**config.mk**
```make
export PLATFORM = sky130hd
export DESIGN_NAME = pulse_stretch
export DESIGN_NICKNAME = d
export VERILOG_FILES = /design/src/rtl/pulse_stretch_pkg.sv /design/src/rtl/pulse_stretch_dwell_timer.sv /design/src/rtl/pulse_stretch.sv
export SDC_FILE = /design/constraint.sdc
export NUM_CORES = 1
export LEC_CHECK = 0
export ABC_CLOCK_PERIOD_IN_PS = 2700
export CAP_MARGIN = 5
export CORE_UTILIZATION = 55
export CTS_CLUSTER_DIAMETER = 150
export DETAILED_ROUTE_END_ITERATION = 8
export GPL_ROUTABILITY_DRIVEN = 0
export PLACE_DENSITY_LB_ADDON = 0.2
export SETUP_SLACK_MARGIN = 0.4
export SLEW_MARGIN = 20
export SYNTH_ARGS = -nofsm -noshare
export SYNTH_HDL_FRONTEND = slang
export SYNTH_SLANG_ARGS = --single-unit
```
**constraint.sdc**
```tcl
create_clock -name clk -period 2.7 [get_ports clk]
set_input_delay 0.675 -clock clk [delete_from_list [all_inputs] [get_ports clk]]
set_output_delay 0.675 -clock clk [all_outputs]
set_load 0.005 [all_outputs]
```
**src/rtl/pulse_stretch_pkg.sv**
```systemverilog
// Shared types and constants for the pulse stretcher.
package pulse_stretch_pkg;

    localparam int CNT_W = 20;

    typedef enum logic [1:0] {
        IDLE = 2'd0,
        HOLD = 2'd1,
        GAP  = 2'd2
    } ps_state_t;

endpackage

```
**src/rtl/pulse_stretch_dwell_timer.sv**
```systemverilog
// Dwell timer: free-running cycle counter with synchronous clear and a
// terminal-count flag compared against a runtime limit.
module dwell_timer
    import pulse_stretch_pkg::*;
(
    input  logic             clk,
    input  logic             rst_n,
    input  logic             clr,
    input  logic [CNT_W-1:0] limit,
    output logic             tc
);

    logic [CNT_W-1:0] cnt;

    // Count cycles spent in the current state; clear restarts from zero.
    always_ff @(posedge clk or negedge rst_n) begin
        if (!rst_n) begin
            cnt <= '0;
        end else if (clr) begin
            cnt <= '0;
        end else begin
            cnt <= cnt + CNT_W'(1);
        end
    end

    // Terminal count: this is the last cycle of the dwell.
    always_comb begin
        tc = (cnt == limit);
    end

endmodule

```
**src/rtl/pulse_stretch.sv**
```systemverilog
// Pulse stretcher: each trig_in rising edge becomes a HOLD_CNT-cycle high
// pulse followed by a GAP_CNT-cycle low gap. Edges arriving while a pulse
// is in flight are queued in a saturating counter and replayed in order.
//
// Handshake: trig_in is a level, no ready; every 0->1 transition seen at a
// posedge is one request. Requests are never back-pressured, they are either
// queued, consumed at once, or dropped (flagged by the sticky overflow bit).
module pulse_stretch
    import pulse_stretch_pkg::*;
#(
    parameter logic [CNT_W-1:0] HOLD_CNT = 20'd500000,
    parameter logic [CNT_W-1:0] GAP_CNT  = 20'd500000,
    parameter int               PEND_W   = 4
)(
    input  logic              clk,
    input  logic              rst_n,
    input  logic              trig_in,
    input  logic              clr_ovf,
    output logic              sig_out,
    output logic              busy,
    output logic [PEND_W-1:0] pending,
    output logic              overflow,
    output logic [1:0]        state_dbg
);

    localparam logic [CNT_W-1:0]  HOLD_LIM = HOLD_CNT - CNT_W'(1);
    localparam logic [CNT_W-1:0]  GAP_LIM  = GAP_CNT - CNT_W'(1);
    localparam logic [PEND_W-1:0] PEND_MAX = '1;
    localparam logic [PEND_W-1:0] PEND_ONE = PEND_W'(1);

    if (HOLD_CNT == '0 || GAP_CNT == '0) begin : g_bad_param
        $error("pulse_stretch: HOLD_CNT and GAP_CNT must be non-zero");
    end

    ps_state_t         state, state_nxt;
    logic              trig_q;
    logic              ev;
    logic              drop;
    logic              tc;
    logic              tmr_clr;
    logic [CNT_W-1:0]  limit;
    logic [PEND_W-1:0] pend_nxt;
    logic              ovf_nxt;

    // Remember the previous trig_in level to find rising edges; reset high
    // so a level held through reset release is not an event.
    always_ff @(posedge clk or negedge rst_n) begin
        if (!rst_n) begin
            trig_q <= 1'b1;
        end else begin
            trig_q <= trig_in;
        end
    end

    // Rising-edge event, limit select and timer clear on state entry.
    always_comb begin
        ev      = trig_in & ~trig_q;
        limit   = (state == HOLD) ? HOLD_LIM : GAP_LIM;
        tmr_clr = (state_nxt != state) || (state == IDLE);
    end

    dwell_timer u_dwell_timer (
        .clk   (clk),
        .rst_n (rst_n),
        .clr   (tmr_clr),
        .limit (limit),
        .tc    (tc)
    );

    // Next state, pending queue and overflow decisions.
    always_comb begin
        state_nxt = state;
        pend_nxt  = pending;
        drop      = 1'b0;
        case (state)
            IDLE: begin
                if (ev) begin
                    state_nxt = HOLD;
                end
            end
            HOLD: begin
                if (tc) begin
                    state_nxt = GAP;
                end
                if (ev) begin
                    if (pending != PEND_MAX) pend_nxt = pending + PEND_ONE;
                    else                     drop     = 1'b1;
                end
            end
            GAP: begin
                if (tc) begin
                    // A new edge on the final gap cycle stands in for one
                    // queued event, so it either cancels the decrement or
                    // is consumed directly when nothing is queued.
                    if (pending != '0 || ev) begin
                        state_nxt = HOLD;
                        if (pending != '0 && !ev) pend_nxt = pending - PEND_ONE;
                    end else begin
                        state_nxt = IDLE;
                    end
                end else if (ev) begin
                    if (pending != PEND_MAX) pend_nxt = pending + PEND_ONE;
                    else                     drop     = 1'b1;
                end
            end
            default: begin
                state_nxt = IDLE;
            end
        endcase
        // A drop in the same cycle as a clear request keeps the flag set.
        if (drop)         ovf_nxt = 1'b1;
        else if (clr_ovf) ovf_nxt = 1'b0;
        else              ovf_nxt = overflow;
    end

    // State, registered output and queue registers.
    always_ff @(posedge clk or negedge rst_n) begin
        if (!rst_n) begin
            state    <= IDLE;
            sig_out  <= 1'b0;
            pending  <= '0;
            overflow <= 1'b0;
        end else begin
            state    <= state_nxt;
            sig_out  <= (state_nxt == HOLD);
            pending  <= pend_nxt;
            overflow <= ovf_nxt;
        end
    end

    // Status outputs decoded from state.
    always_comb begin
        busy      = (state != IDLE);
        state_dbg = state;
    end

endmodule

```
== Yosys cells after proc, flatten, opt, wreduce, memory -nomap -nowiden ==
Index checks and enable logic that the tools add are counted.

* Logic and storage cells: 47
* Register bits: 29
* Output and inout port bits: 9
* Bits of input ports: 4

* Reduce and logical (&&, ||, !) cells: 10
* Bitwise logic cells: 2
* Muxes and demuxes: 18
* $add $sub $neg: 3
* Eq/ne operators: 8

{| class="wikitable"
|+ Operators with widths
! kind !! count
|-
| $add 20x1->20 const B || 1
|-
| $eq 20x19->1 const B || 1
|-
| $mux 20 || 1
|-
| $mux 4 || 5
|-
| $pmux 4 s2 || 1
|-
| $mux 1 || 6
|-
| $mux 2 || 3
|-
| $ne 3x3->1 const B || 2
|-
| $pmux 2 s3 || 1
|-
| $reduce_bool 2->1 || 3
|-
| $add 4x1->4 const B || 1
|-
| $eq 2x1->1 const B || 2
|-
| $ne 4x4->1 const B || 1
|-
| $reduce_bool 4->1 || 1
|-
| $sub 4x1->4 const B || 1
|-
| $reduce_and 3->1 || 1
|-
| $eq 2x2->1 const B || 1
|-
| $logic_not 2->1 || 1
|-
| $logic_or 1x1->1 || 2
|-
| $ne 2x2->1 || 1
|-
| $pmux 1 s2 || 1
|-
| $and 1x1->1 || 1
|-
| $logic_and 1x1->1 || 1
|-
| $logic_not 1->1 || 1
|-
| $not 1->1 || 1
|}

== Logic depth before layout (Yosys ltp) ==
Gate-level depths: netlist of the first run.

* Depth after elaboration: 9
* Mapped depth: 9

== Hierarchy ==
Synthesis of the first run repeated with hierarchy kept, for this count alone.

* Cell total of the unflattened synthesis: 210
* Area total of the unflattened synthesis: 1919.3 µm²

{| class="wikitable"
|+ By module, submodules not included
! module !! area each (µm²) !! cells an instance !! times used
|-
| dwell_timer || 1204.9 || 131 || 1
|-
| pulse_stretch || 714.4 || 79 || 1
|}

== Least setup slack after synthesis of the first run ==
OpenSTA, ideal clock, no wires.

* Path type: flip-flop to flip-flop
* Start point: register pending[0]
* End point: register u_dwell_timer.cnt[8]
* Required time: 2.629 ns
* Cell stages (with the launch flop): 9
* Slack: 0.704 ns
* Data arrival time: 1.925 ns
* Setup time: 0.071 ns
* Buffers on the path: 1
* Clock period less this slack: 1.996 ns
* Path through: dfrtp_1 -> inv_1 -> ha_1 -> or3b_1 -> o21ai_2 -> mux2i_1 -> a41oi_2 -> buf_6 -> nor2_1

* Cells in the longest elaborated chain, start to end: 8

{| class="wikitable"
|+ RTL lines
! element !! RTL line !! RTL
|-
| from (decl) || pulse_stretch.sv:21 || <nowiki>output logic [PEND_W-1:0] pending,</nowiki>
|-
| from (signal assigned) || pulse_stretch.sv:126 || <nowiki>pending <= pend_nxt;</nowiki>
|-
| $reduce_bool 4->1 || pulse_stretch.sv:95 || <nowiki>if (pending != '0 || ev) begin</nowiki>
|-
| $logic_or 1x1->1 || pulse_stretch.sv:95 ||
|-
| $mux 1 || pulse_stretch.sv:95 ||
|-
| $mux 2 || pulse_stretch.sv:91 || <nowiki>if (tc) begin</nowiki>
|-
| $pmux 2 s3 || pulse_stretch.sv:75 || <nowiki>case (state)</nowiki>
|-
| $ne 2x2->1 || pulse_stretch.sv:59 || <nowiki>tmr_clr = (state_nxt != state) || (state == IDLE);</nowiki>
|-
| $logic_or 1x1->1 || pulse_stretch.sv:59 ||
|-
| $mux 20 || pulse_stretch_dwell_timer.sv:19 || <nowiki>end else if (clr) begin</nowiki>
|-
| to (signal assigned) || pulse_stretch_dwell_timer.sv:22 || <nowiki>cnt <= cnt + CNT_W'(1);</nowiki>
|-
| to (decl) || pulse_stretch_dwell_timer.sv:13 || <nowiki>logic [CNT_W-1:0] cnt;</nowiki>
|}

Every way passes these cells.
A chain may end at the register's enable or synchronous reset.

== Final worst setup path of the first run ==
* Start point: register state[1], in the netlist state_dbg[1]
* End point: output port busy

* Cells in the longest elaborated chain, start to end: 1

{| class="wikitable"
|+ RTL lines
! element !! RTL line !! RTL
|-
| from (decl) || pulse_stretch.sv:35 || <nowiki>ps_state_t state, state_nxt;</nowiki>
|-
| from (signal assigned) || pulse_stretch.sv:124 || <nowiki>state <= state_nxt;</nowiki>
|-
| $reduce_bool 2->1 || pulse_stretch.sv:133 || <nowiki>busy = (state != IDLE);</nowiki>
|-
| to (decl) || pulse_stretch.sv:20 || <nowiki>output logic busy,</nowiki>
|}

Every way passes these cells.

==> flow_summary.json, run 1 <==
{
  "grt.total_usage_pct": 24.7,
  "fin_nets": 220,
  "cp_data_required_time_ns": 2.03,
  "synth_warnings": 0,
  "drv_cap": 0,
  "startpoint_type": "flip-flop",
  "wl_per_cell_um": 15.3,
  "syn-num-nets": 198,
  "fin_ws_ns": 0.467,
  "clock-root-buffer": "clkbuf_4",
  "reg2reg_from": "pending[1]",
  "p_int_mw": 0.973,
  "hold_viol": 0,
  "grt_pass1_wl_um": 6380,
  "synth_cell_types": 46,
  "pwr-share-clk_pct": 20.0,
  "drive_above_1_share_pct": 16.3,
  "cts_sinks": 29,
  "reg2reg_slack_ns": 0.51,
  "clk_latency_ns": 0.34,
  "die_w_um": 59.0,
  "dieArea_um2": 3480,
  "synth_flop_cell": "dfrtp_1",
  "skew_ns": 0.0148,
  "avgSynthCellArea_um2": 9.61,
  "arrival_ns": 1.56,
  "grt_pass1_vias": 1418,
  "p_seq_share_pct": 36.0,
  "core-area_um2": 3080,
  "synth.yosys.seq_area_share_pct": 40.7,
  "ir_worst_vdd_mv": 0.327,
  "ys_ff_latch": 29,
  "fin_crit_sh_pct": 82.7,
  "area_growth_syn_to_layout_pct": 16.6,
  "setup.worst_path.end_class": "primary output",
  "rsz0062_at_grt": "false",
  "htree_levels": 2,
  "die_height_um": 59.0,
  "synthArstFlopShare_pct": 100,
  "vias": 1493,
  "dp_slack_ns": 0.166,
  "cts_hold_buf": 0,
  "crit_type": "reg -> out",
  "r2r_cells": 8,
  "ant_nets": 0,
  "critPathLaunch": "state_dbg[1]",
  "grt_max_degree": 30,
  "wirelength_um": 3880,
  "clk_path_buf_depth": 2,
  "ios": 13,
  "cts-buffers-inserted": 5,
  "fmaxAchievable_mhz": 448,
  "initial_core_util_pct": 58.1,
  "p_sw_mw": 0.608,
  "reg2reg_to": "u_dwell_timer.cnt[17]",
  "synth_edf_count": 0,
  "setup_viol_count_final": 0,
  "hp-class": "reg -> reg",
  "synthTopCellsByCount": "nor2_1, dfrtp_1, nand3_1",
  "slew_headroom_pct": 54.9,
  "worstMarginPinSlew_ns": 0.671,
  "clk_pin_slew_ns": 0.11,
  "cp-endpoint": "busy",
  "synth_top_area_share_pct": 39.2,
  "post-route-min-period_ns": 2.23,
  "via_per_inst": 5.90,
  "swShare_pct": 38.5,
  "status": "finished clean",
  "final_max_slew_viol_count": 0,
  "yosys.area.top_type": "dfrtp_1",
  "drt_iter0_drc": 80,
  "drt_pass1_iterations": 4,
  "grt_overflow_total": 0,
  "power-per-cell-area_nw_per_um2": 759,
  "diodes": 0,
  "finalSetupTns_ns": 0,
  "yosys-top-cells-area": "dfrtp_1, nor2_1, xor2_1",
  "row_count": 20,
  "syn_inst": 186,
  "syn_area_um2": 1790,
  "cp_max_fo": 7,
  "p_leak_nw": 0.874,
  "power_frac_comb_pct": 44.0,
  "drc": 0,
  "dp_hpwl_um": 2710,
  "antenna_found_initial": 0,
  "io_buffer_count": 12,
  "cts_tree": "built",
  "yosysMostFrequentCell": "nor2_1"
}
worst min-delay path by stage:
| stage | cells past startpoint | end | startpoint | slack [ns] |
|---|---|---|---|---|
| floorplan | 0 | overflow | rst_n | 0.38 |
| global placement | 1 | u_dwell_timer.cnt[0] | u_dwell_timer.cnt[0] | 0.47 |
| detailed placement | 1 | u_dwell_timer.cnt[0] | u_dwell_timer.cnt[0] | 0.50 |
| CTS | 1 | u_dwell_timer.cnt[0] | u_dwell_timer.cnt[0] | 0.52 |
| global route | 1 | u_dwell_timer.cnt[0] | u_dwell_timer.cnt[0] | 0.55 |
| finish | 1 | u_dwell_timer.cnt[0] | u_dwell_timer.cnt[0] | 0.52 |
cell type report:
class / instances / area, µm²
clock inverter: 1 / 5.00
fill: 246 / 993
timing repair buffer: 19 / 173
clock buffer: 7 / 65.1
tap: 44 / 55.1
multi-input combinational: 144 / 1020
inverter: 9 / 36.3
sequential: 29 / 731
power groups by stage:
stage                     logic, mW  registers [mW]  clock network [mW]
after detailed placement      0.608           0.582                   0
final                         0.696           0.570               0.316
after global routing          0.764           0.581               0.344
after CTS                     0.652           0.565               0.317
after global placement        0.590           0.576                   0
after floorplan               0.435           0.562                   0
worst max-delay path: stages, from the launching register on:
cell and delay, ns:
dfrtp_2 0.41, inv_4 0.05, ha_4 0.18, inv_1 0.08, clkdlybuf4s50_1 0.50
cells in the final DEF (no fill, tap or decap), drive strengths merged, types with 2 or more instances in the layout:
cell,Yosys,routed
clkbuf,0,7
nand3,14,14
or3,3,3
clkdlybuf4s50,0,12
nand4,7,7
nor2,29,29
nand2b,2,2
o32ai,2,2
and3,5,5
inv,9,9
a21o,2,2
and2,3,3
nor3,5,5
and4,3,3
ha,8,8
xnor2,7,7
o21ai,4,4
a21oi,4,4
a31oi,3,3
dfrtp,28,28
nand2,10,10
o31ai,2,2
mux2i,3,3
buf,4,7
xor2,12,12
repair_timing:
| action | in CTS | in global routing |
|---|---|---|
| resized for setup | 4 | 6 |
| pin swaps | 0 | 1 |
| setup endpoints to repair | 1 | 12 |
| buffers inserted | 2 | 2 |
routing by layer:
layer  vias to the layer above  track usage (%)  wire length, µm
met3                         8             6.77              143
met2                        40             44.3             2000
li1                        704                -                -
met1                       741             28.3             1680
met5                         -                0                0
met4                         0             7.82               53
through the flow:
step	hold slack, ns	std cells	area, µm²	power, mW	util, %
6_report	0.522	253	2080	1.58	67.7
5_1_grt	0.555	253	2080	1.69	67.7
4_1_cts	0.517	251	2050	1.53	66.7
3_5_place_dp	0.503	241	1950	1.19	63.5
3_3_place_gp	0.473	241	1950	1.17	63.5
2_1_floorplan	0.379	186	1790	0.997	-
sequential cells by signal, indices dropped and copies added (netlist names):
signal and count:
overflow 1, pending 4, sig_out 1, state_dbg 2
trig_q 1, u_dwell_timer.cnt 20
logic make-up (layout without fill, tap and decap cells):
family | Yosys count | count (layout) | share of synthesized area, %
XOR/XNOR | 19 | 19 | 9.31
multiplexers | 3 | 3 | 1.68
AND/OR/NAND/NOR | 86 | 86 | 25.4
buffers and inverters | 13 | 36 | 3.71
adder cells (fa/ha/maj) | 8 | 8 | 5.60
flip-flops | 29 | 29 | 40.7
AO/OA/AOI/OAI | 28 | 28 | 13.6
No activity file was read; power rests on OpenSTA's default activity.
==> run 2: changes to the inputs <==
--- a/config.mk
+++ b/config.mk
@@ -5,7 +5,7 @@
 export SDC_FILE = /design/constraint.sdc
 export NUM_CORES = 1
 export LEC_CHECK = 0
-export ABC_CLOCK_PERIOD_IN_PS = 2700
+export ABC_CLOCK_PERIOD_IN_PS = 2100
 export CAP_MARGIN = 5
 export CORE_UTILIZATION = 55
 export CTS_CLUSTER_DIAMETER = 150
==> constraint.sdc (replaced) <==
create_clock -name clk -period 2.1 [get_ports clk]
set_input_delay 0.525 -clock clk [delete_from_list [all_inputs] [get_ports clk]]
set_output_delay 0.525 -clock clk [all_outputs]
set_load 0.005 [all_outputs]
==> run 2 against run 1 <==
Compared with the run above:
- wire length is 15% higher
- critical path depth rose by 4
- count of clock-buffer cells in the layout shrank 1
- cell area rose by 16%
- setup slack worse by 0.36 ns
- non-clock buffer count grew 26
- final cell count is 11% higher
- sequential share of layout area fell by 4.9 points
- via count up 7.0%
- combinational power grew 91%
- largest cell class unchanged
==> flow_summary.json, run 2 (synthesis results as in run 1) <==
{
  "hp-class": "reg -> reg",
  "clk_pin_slew_ns": 0.10,
  "slew_headroom_pct": 73.2,
  "clk_latency_ns": 0.34,
  "wirelength_um": 4450,
  "fin_ws_ns": 0.102,
  "worstMarginPinSlew_ns": 0.400,
  "cp_data_required_time_ns": 2.38,
  "die_height_um": 59.0,
  "p_sw_mw": 0.959,
  "ir_worst_vdd_mv": 0.787,
  "cts_hold_buf": 0,
  "p_int_mw": 1.55,
  "cp_max_fo": 5,
  "dp_hpwl_um": 2740,
  "holdWs_ns": 0.552,
  "cts_sinks": 29,
  "fmaxAchievable_mhz": 501,
  "fin_area_um2": 2420,
  "area_growth_syn_to_layout_pct": 35.5,
  "drt_iter0_drc": 74,
  "placed_area_um2": 2050,
  "diodes": 0,
  "die_w_um": 59.0,
  "multi_input_area_um2": 1140,
  "clock-root-buffer": "clkbuf_4",
  "fill_cells": 207,
  "via_per_inst": 5.70,
  "grt_overflow_total": 0,
  "cts-buffers-inserted": 5,
  "dp.cells": 251,
  "htree_levels": 2,
  "vias": 1597,
  "p_seq_share_pct": 27.3,
  "grt.total_usage_pct": 28.0,
  "power_frac_comb_pct": 52.9,
  "drive_above_1_share_pct": 35.6,
  "clk_path_buf_depth": 2,
  "antenna_found_initial": 0,
  "ant_nets": 0,
  "largest_register_ffs": 20,
  "power-per-cell-area_nw_per_um2": 1040,
  "crit_type": "reg -> reg",
  "layout_commonest_cell": "buf_4",
  "grt_pass1_vias": 1553,
  "fin_nets": 247,
  "rsz0062_at_grt": "true",
  "io_buffer_count": 12,
  "final_max_slew_viol_count": 0,
  "grt_pass1_wl_um": 7120,
  "pwr-share-clk_pct": 19.8,
  "initial_core_util_pct": 58.1,
  "seqCellArea_um2": 729,
  "post-route-min-period_ns": 2.00,
  "stdcell_count": 280,
  "setup.worst_path.end_class": "flip-flop",
  "final_cell_mix": "buf_4, dfrtp_1, nor2_1",
  "row_count": 20,
  "startpoint_type": "flip-flop",
  "swShare_pct": 38.1,
  "drc": 0,
  "drv_cap": 0,
  "ios": 13,
  "status": "finished clean",
  "dp_slack_ns": -0.106,
  "p_leak_nw": 1.02,
  "fin_crit_sh_pct": 95.1,
  "skew_ns": 0.00368,
  "wl_per_cell_um": 15.9,
  "drt_pass1_iterations": 4,
  "setup_viol_count_final": 0,
  "dieArea_um2": 3480,
  "grt_max_degree": 30,
  "largest_register": "u_dwell_timer.cnt",
  "arrival_ns": 2.27,
  "hold_viol": 0,
  "cts_tree": "built",
  "core-area_um2": 3080
}
[run 2: cell types whose count changed in the layout (fill, tap and decap cells not counted), sizes merged, moves of 2 or more]
cell and delta:
buf +27, dlygate4sd2 +4, clkdlybuf4s50 -9, clkbuf +2
[run 2: area by class of cell]
class	instances	area share (%)
clock buffers	6	2.12
clock inverters	2	1.55
inverters	9	1.50
multi-input cells	145	47.3
flip-flops and latches	29	30.1
well taps	44	2.27
repair buffers	45	15.2
[run 2: metrics by stage]
step                      util [%]  setup TNS (ns)  power [mW]
after floorplan                  -               0        1.32
after global placement        66.7          -0.710        1.65
after detailed placement      66.7           -1.49        1.67
after CTS                     75.7               0        2.40
after global routing          78.7               0        2.66
final                         78.7               0        2.51
[run 2: final timing paths]
path                            start  depth (start not counted)               endpoint  slack, ns
min in group asynchronous       rst_n                          2  u_dwell_timer.cnt[11]       0.56
min reg2reg                  overflow                          2               overflow       0.55
max                        pending[0]                          8   u_dwell_timer.cnt[0]       0.10
max in group asynchronous       rst_n                          2                 trig_q       1.23
max reg2reg                pending[0]                          8   u_dwell_timer.cnt[0]       0.10
min                          overflow                          2               overflow       0.55
[run 2: power groups by stage]
| stage | sequential [mW] | clock (mW) | combinational [mW] |
|---|---|---|---|
| 6_report | 0.686 | 0.498 | 1.33 |
| 5_1_grt | 0.693 | 0.523 | 1.45 |
| 4_1_cts | 0.685 | 0.501 | 1.21 |
| 3_5_place_dp | 0.702 | 0 | 0.967 |
| 3_3_place_gp | 0.696 | 0 | 0.953 |
| 2_1_floorplan | 0.726 | 0 | 0.596 |
[run 2: timing repair]
| item | CTS | global route |
|---|---|---|
| setup buffers | 13 | 6 |
| hold endpoints to repair | 0 | 0 |
| resized for setup | 40 | 19 |
| pin swaps | 14 | 9 |
| endpoints found under the setup margin | 37 | 32 |
| gates cloned | 1 | 1 |
[run 2: worst max-delay path: stages (launching register included)]
cell     delay, ns
dfrtp_1       0.41
inv_2         0.08
ha_4          0.11
or3b_4        0.39
o21ai_4       0.17
mux2i_2       0.29
a41oi_2       0.19
buf_4         0.19
nor2_1        0.09
[run 2: per-layer routing]
layer	part of all wire, %	up-vias	track usage (%)
li1	-	771	-
met1	48	782	38.2
met2	47	31	42.0
met3	3.1	13	5.46
met4	2.7	0	15.6
met5	0	-	0
